`src/rtl/isp_sched_pkg.sv`:
```
// Shared encodings and helpers for the ISP output stream scheduler.
package isp_sched_pkg;

  localparam logic [1:0] MODE_BYPASS = 2'd0;
  localparam logic [1:0] MODE_GREY   = 2'd1;
  localparam logic [1:0] MODE_SOBEL  = 2'd2;
  localparam logic [1:0] MODE_MORPH  = 2'd3;

  localparam logic [1:0] ST_ALIGN = 2'd0;
  localparam logic [1:0] ST_RUN   = 2'd1;
  localparam logic [1:0] ST_PEND  = 2'd2;

  // Replicate luma MSBs into each RGB565 channel.
  function automatic logic [15:0] gray_to_rgb565(input logic [7:0] y);
    return {y[7:3], y[7:2], y[7:3]};
  endfunction

endpackage

```
`src/rtl/isp_pix_cnt.sv`:
```
// Modulo-frame pixel position counter with synchronous resync clear.
module isp_pix_cnt #(
  parameter int unsigned        CNT_W    = 19,
  parameter logic [CNT_W-1:0]   LAST_IDX = '1
) (
  input  logic             clk,
  input  logic             rst,
  input  logic             clear,
  input  logic             inc,
  output logic [CNT_W-1:0] cnt
);

  // A pixel coinciding with clear is pixel 0, so the counter lands on 1.
  always_ff @(posedge clk or posedge rst) begin
    if (rst) begin
      cnt <= '0;
    end else if (clear) begin
      cnt <= inc ? CNT_W'(1) : '0;
    end else if (inc) begin
      cnt <= (cnt == LAST_IDX) ? '0 : cnt + CNT_W'(1);
    end
  end

endmodule

```
`src/rtl/isp_stream_sched.sv`:
```
// Frame-synchronous selector forwarding one of four ISP streams to the SDRAM
// write path; mode changes only take effect on frame boundaries.
module isp_stream_sched
  import isp_sched_pkg::*;
#(
  parameter int unsigned H_PIX        = 640,
  parameter int unsigned V_PIX        = 480,
  parameter logic [1:0]  DEFAULT_MODE = 2'd3,
  parameter int unsigned CNT_W        = 19
) (
  input  logic        sys_clk,
  input  logic        sys_rst,
  input  logic        frame_start,
  input  logic        mode_req_valid,
  input  logic [1:0]  mode_req,
  input  logic        s0_wr_en,
  input  logic [15:0] s0_data,
  input  logic        s1_wr_en,
  input  logic [7:0]  s1_y,
  input  logic        s2_wr_en,
  input  logic [15:0] s2_data,
  input  logic        s3_wr_en,
  input  logic [15:0] s3_data,
  output logic        isp_wr_en,
  output logic [15:0] isp_rgb565,
  output logic [1:0]  cur_mode,
  output logic        switch_busy,
  output logic        frame_done
);

  localparam int unsigned      FRAME_PIX = H_PIX * V_PIX;
  localparam logic [CNT_W-1:0] LAST_IDX  = CNT_W'(FRAME_PIX - 1);

  logic [3:0]       wr_vec;
  logic [CNT_W-1:0] cnt [4];

  assign wr_vec = {s3_wr_en, s2_wr_en, s1_wr_en, s0_wr_en};

  for (genvar k = 0; k < 4; k++) begin : g_cnt
    isp_pix_cnt #(
      .CNT_W    (CNT_W),
      .LAST_IDX (LAST_IDX)
    ) u_cnt (
      .clk   (sys_clk),
      .rst   (sys_rst),
      .clear (frame_start),
      .inc   (wr_vec[k]),
      .cnt   (cnt[k])
    );
  end

  logic        sel_we;
  logic        is_first;
  logic        is_last;
  logic [15:0] sel_pix;

  // frame_start redefines the current pixel as index 0, masking any last.
  always_comb begin
    sel_we   = wr_vec[cur_mode];
    is_first = sel_we && (frame_start || (cnt[cur_mode] == '0));
    is_last  = sel_we && !frame_start && (cnt[cur_mode] == LAST_IDX);
    case (cur_mode)
      MODE_BYPASS: sel_pix = s0_data;
      MODE_GREY:   sel_pix = gray_to_rgb565(s1_y);
      MODE_SOBEL:  sel_pix = s2_data;
      default:     sel_pix = s3_data;
    endcase
  end

  logic [1:0] state, state_nxt;
  logic [1:0] pend_mode, pend_nxt;
  logic [1:0] mode_nxt;
  logic       fwd;
  logic       done_nxt;

  always_ff @(posedge sys_clk or posedge sys_rst) begin
    if (sys_rst) begin
      state       <= ST_ALIGN;
      cur_mode    <= DEFAULT_MODE;
      pend_mode   <= DEFAULT_MODE;
      isp_wr_en   <= 1'b0;
      isp_rgb565  <= '0;
      frame_done  <= 1'b0;
      switch_busy <= 1'b1;
    end else begin
      state       <= state_nxt;
      cur_mode    <= mode_nxt;
      pend_mode   <= pend_nxt;
      isp_wr_en   <= fwd;
      frame_done  <= done_nxt;
      switch_busy <= (state_nxt != ST_RUN);
      if (fwd) isp_rgb565 <= sel_pix;
    end
  end

  // Requests in ALIGN retarget immediately and win over a coincident first pixel.
  always_comb begin
    state_nxt = state;
    mode_nxt  = cur_mode;
    pend_nxt  = pend_mode;
    fwd       = 1'b0;
    done_nxt  = 1'b0;
    case (state)
      ST_ALIGN: begin
        if (mode_req_valid) begin
          mode_nxt = mode_req;
          pend_nxt = mode_req;
        end else if (is_first) begin
          fwd       = 1'b1;
          state_nxt = ST_RUN;
        end
      end
      ST_RUN: begin
        fwd      = sel_we;
        done_nxt = is_last;
        if (mode_req_valid && (mode_req != cur_mode)) begin
          pend_nxt  = mode_req;
          state_nxt = ST_PEND;
        end
      end
      ST_PEND: begin
        fwd      = sel_we;
        done_nxt = is_last;
        if (mode_req_valid) pend_nxt = mode_req;
        if (mode_req_valid && (mode_req == cur_mode)) begin
          state_nxt = ST_RUN;
        end else if (is_last) begin
          mode_nxt  = pend_nxt;
          state_nxt = ST_ALIGN;
        end
      end
      default: state_nxt = ST_ALIGN;
    endcase
  end

endmodule

```
`config.mk`:
```
export PLATFORM = sky130hd
export DESIGN_NAME = isp_stream_sched
export DESIGN_NICKNAME = d
export VERILOG_FILES = /design/src/rtl/isp_sched_pkg.sv /design/src/rtl/isp_pix_cnt.sv /design/src/rtl/isp_stream_sched.sv
export SDC_FILE = /design/constraint.sdc
export NUM_CORES = 1
export LEC_CHECK = 0
export BUFFER_PORTS_ARGS = -buffer_cell sky130_fd_sc_hd__buf_2
export CAP_MARGIN = 15
export CORE_ASPECT_RATIO = 0.9
export CORE_MARGIN = 1
export CORE_UTILIZATION = 25
export DETAILED_ROUTE_END_ITERATION = 8
export PLACE_DENSITY = 0.43
export SYNTH_ARGS = -nofsm -noshare
export SYNTH_HDL_FRONTEND = slang
export SYNTH_SLANG_ARGS = --single-unit
```
`constraint.sdc`:
```
create_clock -name sys_clk -period 9.48 [get_ports sys_clk]
set_input_delay 1.896 -clock sys_clk [delete_from_list [all_inputs] [get_ports sys_clk]]
set_output_delay 1.896 -clock sys_clk [all_outputs]
set_load 0.05 [all_outputs]
```
# Word level (Yosys, flattened, before mapping)
# Cells that the tools add are included.
[word_totals]
regBits = 101
in_bits = 66
output_inout_bits = 21
elab_cells = 93
[op_classes]
n_addsub = 4
magnitude_cmp = 2
eq_ne = 16
muxes = 39
bitwise_logic = 1
reduce_logical = 20
[op_table]
columns = ["cell", "count"]
rows = [
  ["$mux 19", 14],
  ["$eq 19x19->1 const B", 5],
  ["$add 19x1->19 const B", 4],
  ["$pmux 16 s3", 1],
  ["$bmux 19 s2", 1],
  ["$mux 2", 10],
  ["$logic_not 19->1", 1],
  ["$reduce_bool 2->1", 6],
  ["$mux 1", 8],
  ["$ne 2x2->1 const B", 4],
  ["$pmux 2 s2", 2],
  ["$pmux 2 s3", 1],
  ["$logic_and 1x1->1", 5],
  ["$eq 2x1->1 const B", 2],
  ["$eq 2x2->1 const B", 2],
  ["$logic_not 2->1", 2],
  ["$reduce_and 4->1", 1],
  ["$reduce_or 2->1", 2],
  ["$ge 3x3->1 const B", 1],
  ["$lt 2x3->1 const B", 1],
  ["$not 2->3", 1],
  ["$bmux 1 s2", 1],
  ["$eq 2x2->1", 1],
  ["$ne 2x1->1 const B", 1],
  ["5 further kinds", 5],
]

# Depth between registers and ports, before layout
# Gate-level depths: netlist (run 1).
[logic_depth]
depth_word = 11
depth_mapped = 10
depth_no_buf = 8

# By module
# From an unflattened synthesis (run 1), not the netlist that was laid out.
[hier_totals]
cells_unflattened = 635
hier_area_um2 = 6436.2
[by_module_without_submodules]
columns = ["mod", "instances", "cells_each", "area_each_um2", "seq_area_each_um2"]
rows = [
  ["isp_pix_cnt", 4, 119, 1073.5, 475.5],
  ["isp_stream_sched", 1, 159, 2142.1, 631.9],
]

# Worst setup path before layout (run 1)
# No wires, ideal clock.
[synth_path]
path_type = "input-to-reg"
start = "in s3_wr_en"
end = "reg cur_mode[0]"
setup_ns = 0.085
arrival_ns = 3.475
required_time_ns = 9.395
path_slack_ns = 5.921
cell_stages = 7
n_path_buf = 1
path_cell_list = "clkbuf_1 > mux4_2 > and4_1 > nand3_1 > o22ai_1 > a21o_1 > mux2_1"
[synth_via]
elab_chain_len = 6
[synth_rtl]
columns = ["element", "line", "source"]
rows = [
  ["start, declared", "isp_stream_sched.sv:22", "input logic s3_wr_en,"],
  ["$bmux 1 s2", "isp_stream_sched.sv:59", "sel_we = wr_vec[cur_mode];"],
  ["$mux 1 (implied by the code)", "isp_stream_sched.sv:59", ""],
  ["$logic_and 1x1->1 (2 in series)", "isp_stream_sched.sv:61", "is_last = sel_we && !frame_start && (cnt[cur_mode] == LAST_IDX);"],
  ["$ne 2x2->1 (no line)", "n/a", ""],
  ["$reduce_and 4->1 (no line)", "n/a", ""],
  ["end signal, assigned", "isp_stream_sched.sv:87", "cur_mode <= mode_nxt;"],
  ["end, declared", "isp_stream_sched.sv:26", "output logic [1:0] cur_mode,"],
]
# No other way between the ends. The select of a mux whose other input is x is not followed.
# A chain may end at the register's enable or synchronous reset.

# Worst setup path after layout (run 1)
[layout_path]
start = "in frame_start"
end = "reg isp_rgb565[8]"
[layout_via]
elab_chain_len = 5
[layout_rtl]
columns = ["element", "line", "source"]
rows = [
  ["start, declared", "isp_stream_sched.sv:13", "input logic frame_start,"],
  ["$logic_or 1x1->1", "isp_stream_sched.sv:60", "is_first = sel_we && (frame_start || (cnt[cur_mode] == '0));"],
  ["$logic_and 1x1->1", "isp_stream_sched.sv:60", ""],
  ["$mux 1", "isp_stream_sched.sv:108", "end else if (is_first) begin"],
  ["$mux 1", "isp_stream_sched.sv:105", "if (mode_req_valid) begin"],
  ["$pmux 1 s2", "isp_stream_sched.sv:103", "case (state)"],
  ["end signal, assigned", "isp_stream_sched.sv:92", "if (fwd) isp_rgb565 <= sel_pix;"],
  ["end, declared", "isp_stream_sched.sv:25", "output logic [15:0] isp_rgb565,"],
]
# No other way between the ends.

==> results of run 1 <==
## placed cells by master, fill, tap and decap left out, types with 4 or more instances in the layout
| master | n |
|---|---|
| a21oi_1 | 17 |
| and3_1 | 10 |
| and4_1 | 5 |
| buf_2 | 84 |
| buf_4 | 5 |
| clkbuf_16 | 9 |
| dfrtp_1 | 96 |
| dfstp_2 | 5 |
| ha_1 | 8 |
| inv_1 | 13 |
| mux2_2 | 12 |
| mux2_4 | 9 |
| mux4_2 | 34 |
| nand2_1 | 54 |
| nand2b_1 | 7 |
| nand3_1 | 30 |
| nand4_1 | 21 |
| nor2_1 | 95 |
| nor3_1 | 14 |
| nor4_1 | 8 |
| o21ai_0 | 19 |
| o22ai_1 | 4 |
| or3_1 | 4 |
| xnor2_1 | 14 |
| xor2_1 | 40 |
## cell type report
class / count / area, µm² / area share
clock buffer: 9 / 225 / 0.0321
clock inverter: 7 / 98.8 / 0.0141
inverter: 15 / 58.8 / 0.00838
multi-input combinational: 445 / 3260 / 0.465
sequential: 101 / 2530 / 0.361
tap: 302 / 378 / 0.0539
timing repair buffer: 89 / 458 / 0.0653
## stage by stage
step	area [µm²]	setup WS (ps)	utilization	std cells
CTS	7020	5490	0.300	968
floorplan	5980	4950	-	587
detailed placement	6690	5100	0.286	952
global placement	6690	5140	0.286	952
global route	7020	5380	0.300	968
finish	7020	5490	0.300	968
## registers in the layout (all words and copies together), names as in the netlist
name / flops
cur_mode: 2
pend_mode: 2
frame_done: 1
isp_wr_en: 1
isp_rgb565: 16
switch_busy: 1
state: 2
g_cnt.u_cnt.cnt: 76
## per-layer routing
| layer | up-vias | wire (µm) | part of all wire |
|---|---|---|---|
| li1 | 2256 | - | - |
| met1 | 2339 | 7390 | 0.47 |
| met2 | 156 | 7020 | 0.45 |
| met3 | 13 | 1080 | 0.069 |
| met4 | 0 | 181 | 0.012 |
| met5 | - | 0 | 0 |
## critical path, stage by stage
cell      delay, ps
buf_2           100
buf_4           250
clkinv_1        280
o31a_1          310
nor3_2           70
o21ai_2         870
mux2_2          420
## cell families after synthesis
| group | after synthesis | synth area share |
|---|---|---|
| buf+inv | 41 | 0.0303 |
| xor+xnor | 54 | 0.0791 |
| flops | 101 | 0.424 |
| simple gates | 265 | 0.211 |
| mux | 57 | 0.177 |
| fa+ha+maj | 8 | 0.0167 |
| compound gates | 61 | 0.0626 |
## path summary, 6_finish.rpt
path | startpoint | end | slack (ps) | cells after the start
max in group asynchronous | sys_rst | g_cnt[3].u_cnt.cnt[15] | 6650 | 3
max reg2reg | cur_mode[1] | isp_rgb565[8] | 5800 | 7
min | isp_rgb565[4] | isp_rgb565[4] | 500 | 1
min reg2reg | isp_rgb565[4] | isp_rgb565[4] | 500 | 1
max | frame_start | isp_rgb565[8] | 5490 | 7
min in group asynchronous | sys_rst | isp_rgb565[5] | 1490 | 2
## power by group through the flow
stage	Clock (mW)	Combinational [mW]	Sequential, mW
finish	0.407	0.612	0.537
global route	0.440	0.656	0.547
CTS	0.421	0.621	0.539
detailed placement	0	0.618	0.547
global placement	0	0.611	0.543
floorplan	0	0.367	0.679
==> results.py, run 1 <==
metrics = {
    "sta": {
        "min_period_over_period": 0.421,
        "hold_viol_final": 0,
        "rsz0062_at_grt": "false",
        "skew_ps": 8.91,
        "relSlewSlack": 0.234,
        "setup_total_negative_slack_ps": 0,
        "max_clock_freq_mhz": 250,
        "hold-worst-slack_ps": 504,
        "slew_violations": 0,
        "worst_pin_slew_ps": 1150,
        "setup_viol": 0,
        "fin_crit_ps": 3990,
    },
    "hold_path": {
        "hp-class": "reg2reg",
    },
    "logic_synthesis": {
        "async_reset_ff_frac": 1.00,
        "synth-seq-cells": 101,
        "synth_top_area_cell": "dfrtp_1",
        "synth.cell_area_um2": 5980,
        "synth.avg_cell_area_um2": 10.2,
        "synth_area_leaders": "dfrtp_1 40%, mux4_2 13%, nor2_1 6.0%",
        "synth_top_area_frac": 0.402,
        "synth_nets": 661,
        "yosysMostFrequentCell": "dfrtp_1",
        "ys_types": 51,
        "syn_inst": 587,
        "synth-main-ff-cell": "dfrtp_1",
        "synth-edff-count": 0,
        "yosysSeqAreaShare": 0.424,
        "synthTopCellsByCount": "96 x dfrtp_1, 95 x nor2_1, 54 x nand2_1",
        "yosysWarnings": 0,
    },
    "floorplanning": {
        "die_x_um": 165,
        "std_cell_rows": 53,
        "ios": 87,
        "coreArea_um2": 23400,
        "initial_core_util": 0.255,
        "die_h_um": 149,
        "die-area_um2": 24500,
    },
    "drt": {
        "vias": 4764,
        "drt_first_pass_iters": 5,
        "drc_errors": 0,
        "drt_iter0_drc": 184,
        "wl_um": 15700,
        "wire_per_inst_um": 16.2,
        "vias_per_cell": 4.92,
        "drt.antenna.violating_nets": 0,
    },
    "clocking": {
        "clk_latency_ps": 360,
        "path_clk_slew_ps": 70,
        "post_cts_buffers": 0,
        "numCtsBuffers": 9,
        "cts_sinks": 101,
        "h-tree-depth": 3,
        "cts_tree": "yes",
        "holdBufCountCts": 0,
        "clockBufferDepth": 2,
        "cts-root-buf": "clkbuf_16",
        "cts_resized": 0,
    },
    "power_and_ir_drop": {
        "switching_share": 0.370,
        "ir_drop_mv": 0.141,
        "power.density_nw_per_um2": 222,
        "p_int_uw": 981,
        "power_frac_comb": 0.393,
        "power.total_mw": 1.56,
        "power_frac_seq": 0.345,
        "clkPwrFrac": 0.262,
        "power_switching_uw": 576,
        "leakage_nw": 2.97,
    },
    "layout": {
        "finalNetCount": 735,
        "fillers": 2408,
        "num_antenna_cells": 0,
        "area_growth_pct": 17.3,
        "drive_above_1_share": 0.258,
    },
    "setup_path": {
        "critical_path_class": "in2reg",
        "cp-end-kind": "register",
        "cp-start-kind": "input pin",
        "required_ps": 9730,
        "arrival_ps": 4240,
        "cp_max_fo": 36,
    },
    "global_route": {
        "gr-total-overflow": 0,
        "grt_pass1_wl_um": 25000,
        "grt_busiest_layer": "met2",
        "grt_usage": 0.132,
        "grt_pass1_vias": 4485,
        "grt_use_met3": 0.0257,
        "met2_usage": 0.203,
        "met1_usage": 0.190,
        "antenna_found_initial": 0,
        "grt_max_degree": 78,
    },
    "placement": {
        "portBuffers": 84,
        "hpwl_um": 11500,
        "globalplace.congestion": 0.836,
    },
    "status": {
        "outcome": "completed",
    },
    "job": {
        "maxCapViolCount": 0,
    },
}
(Power assumes the default switching activity.)
==> inputs of run 2 (changes only) <==
- PLACE_DENSITY: 0.43 -> 0.45
- clock period: 9.48 -> 3.6 ns (I/O delays scaled with it)
==> run 2 against run 1 <==
Effect of this change: global-route usage rose by 0.079 points; cell area is 1.3% higher; largest power group unchanged; core utilization up 0.40 points; highest routed layer unchanged; critical path type is now reg2reg.
==> results.py, run 2 (same netlist as run 1, synthesis figures left out) <==
metrics = {
    "drt": {
        "drt_first_pass_iters": 5,
        "wire_per_inst_um": 15.9,
        "drc_errors": 0,
        "drt.antenna.violating_nets": 0,
        "vias": 4692,
        "vias_per_cell": 4.82,
        "wl_um": 15500,
        "drt_iter0_drc": 295,
    },
    "floorplanning": {
        "coreArea_um2": 23400,
        "die-area_um2": 24500,
        "initial_core_util": 0.255,
        "die_h_um": 149,
        "die_x_um": 165,
        "std_cell_rows": 53,
        "ios": 87,
    },
    "layout": {
        "drive_above_1_share": 0.265,
        "reg_top3": "g_cnt.u_cnt.cnt (76), isp_rgb565 (16)",
        "fin_area_um2": 7110,
        "regMostFlops": "g_cnt.u_cnt.cnt",
        "num_antenna_cells": 0,
        "final_common_cell": "dfrtp_1",
        "final_cell_mix": "96 x dfrtp_1, 95 x nor2_1, 84 x buf_2",
        "area_growth_pct": 18.9,
        "finalNetCount": 741,
        "largest_reg_flops": 76,
        "fillers": 2427,
    },
    "clocking": {
        "cts-root-buf": "clkbuf_16",
        "holdBufCountCts": 0,
        "post_cts_buffers": 0,
        "cts_tree": "yes",
        "clk_latency_ps": 360,
        "cts_resized": 0,
        "numCtsBuffers": 9,
        "path_clk_slew_ps": 70,
        "clockBufferDepth": 2,
        "h-tree-depth": 3,
        "cts_sinks": 101,
    },
    "global_route": {
        "grt_pass1_wl_um": 24900,
        "grt_pass1_vias": 4472,
        "grt_usage": 0.133,
        "gr-total-overflow": 0,
        "grt_max_degree": 52,
        "antenna_found_initial": 0,
    },
    "sta": {
        "hold-worst-slack_ps": 466,
        "setup_total_negative_slack_ps": 0,
        "fin_crit_ps": 3200,
        "min_period_over_period": 0.889,
        "skew_ps": 7.31,
        "slew_violations": 0,
        "relSlewSlack": 0.261,
        "rsz0062_at_grt": "false",
        "max_clock_freq_mhz": 312,
        "setup_viol": 0,
        "worst_pin_slew_ps": 1110,
        "setup_slack_ps": 399,
        "hold_viol_final": 0,
    },
    "setup_path": {
        "critical_path_class": "reg2reg",
        "arrival_ps": 3440,
        "r2r_slack_ps": 400,
        "required_ps": 3840,
        "rr_worst_depth": 7,
        "r2r-start": "cur_mode[0]",
        "path_cells": "mux4_2, nor4_1, nand4_1, o31a_1, nor3_2, o21ai_2, mux2_4",
        "cp-end-kind": "register",
        "reg2reg_to": "isp_rgb565[5]",
        "cp_max_fo": 17,
        "critPathMaxStageDelay_ps": 830,
        "crit_slowest_cell": "dfstp_2",
        "crit_family": "multiplexers",
        "cp_num_buf_inv": 0,
        "cp-start-kind": "register",
    },
    "job": {
        "maxCapViolCount": 0,
    },
    "status": {
        "outcome": "completed",
    },
    "power_and_ir_drop": {
        "power.density_nw_per_um2": 591,
        "leakage_nw": 3.02,
        "power.total_mw": 4.20,
        "ir_drop_mv": 0.354,
    },
    "hold_path": {
        "hp-class": "in2async",
    },
    "placement": {
        "dpl_cell_area_um2": 6750,
        "pre_cts_ws_ps": 377,
        "hpwl_um": 11500,
        "portBuffers": 84,
        "globalplace.congestion": 0.819,
    },
}
[run 2: report_power, final]
part / switching (mW) / leakage [nW] / internal (mW)
sequential: 0.147 / 1.35 / 1.30
combinational: 0.909 / 1.50 / 0.687
clock: 0.438 / 0.172 / 0.719
total: 1.49 / 3.02 / 2.71
[run 2: layout make-up]
cell class,instances,area [µm²],share of cell area
clock buffer,11,253,0.0356
timing repair buffer,95,515,0.0725
sequential,101,2530,0.356
tap,302,378,0.0532
clock inverter,5,106,0.0150
multi-input combinational,445,3260,0.459
inverter,15,58.8,0.00827
[run 2: worst reg2reg max path, delay by kind of cell (launching register included)]
kind / cells / cell delay, ps
flip-flops: 1 / 830
multiplexers: 2 / 1010
AO/OA/AOI/OAI: 2 / 680
AND/OR/NAND/NOR: 3 / 560
[run 2: worst max path at each step]
stage	start	endpoint	cells past startpoint
2_1_floorplan	sys_rst	frame_done	1
3_5_place_dp	cur_mode[0]	isp_rgb565[5]	7
4_1_cts	cur_mode[0]	isp_rgb565[5]	7
3_3_place_gp	cur_mode[0]	isp_rgb565[0]	7
5_1_grt	cur_mode[0]	isp_rgb565[1]	7
6_report	cur_mode[0]	isp_rgb565[5]	7
[run 2: metrics by stage]
step	utilization	std cells
2_1_floorplan	-	587
3_3_place_gp	0.288	958
5_1_grt	0.304	974
4_1_cts	0.304	974
3_5_place_dp	0.288	958
6_report	0.304	974
[run 2: metal layers]
layer / vias to the layer above / global-route usage / part of all wire
met5: - / 0 / 0
met4: 0 / 0.0450 / 0.016
met3: 11 / 0.0296 / 0.058
met2: 131 / 0.204 / 0.44
met1: 2287 / 0.184 / 0.49
li1: 2263 / - / -
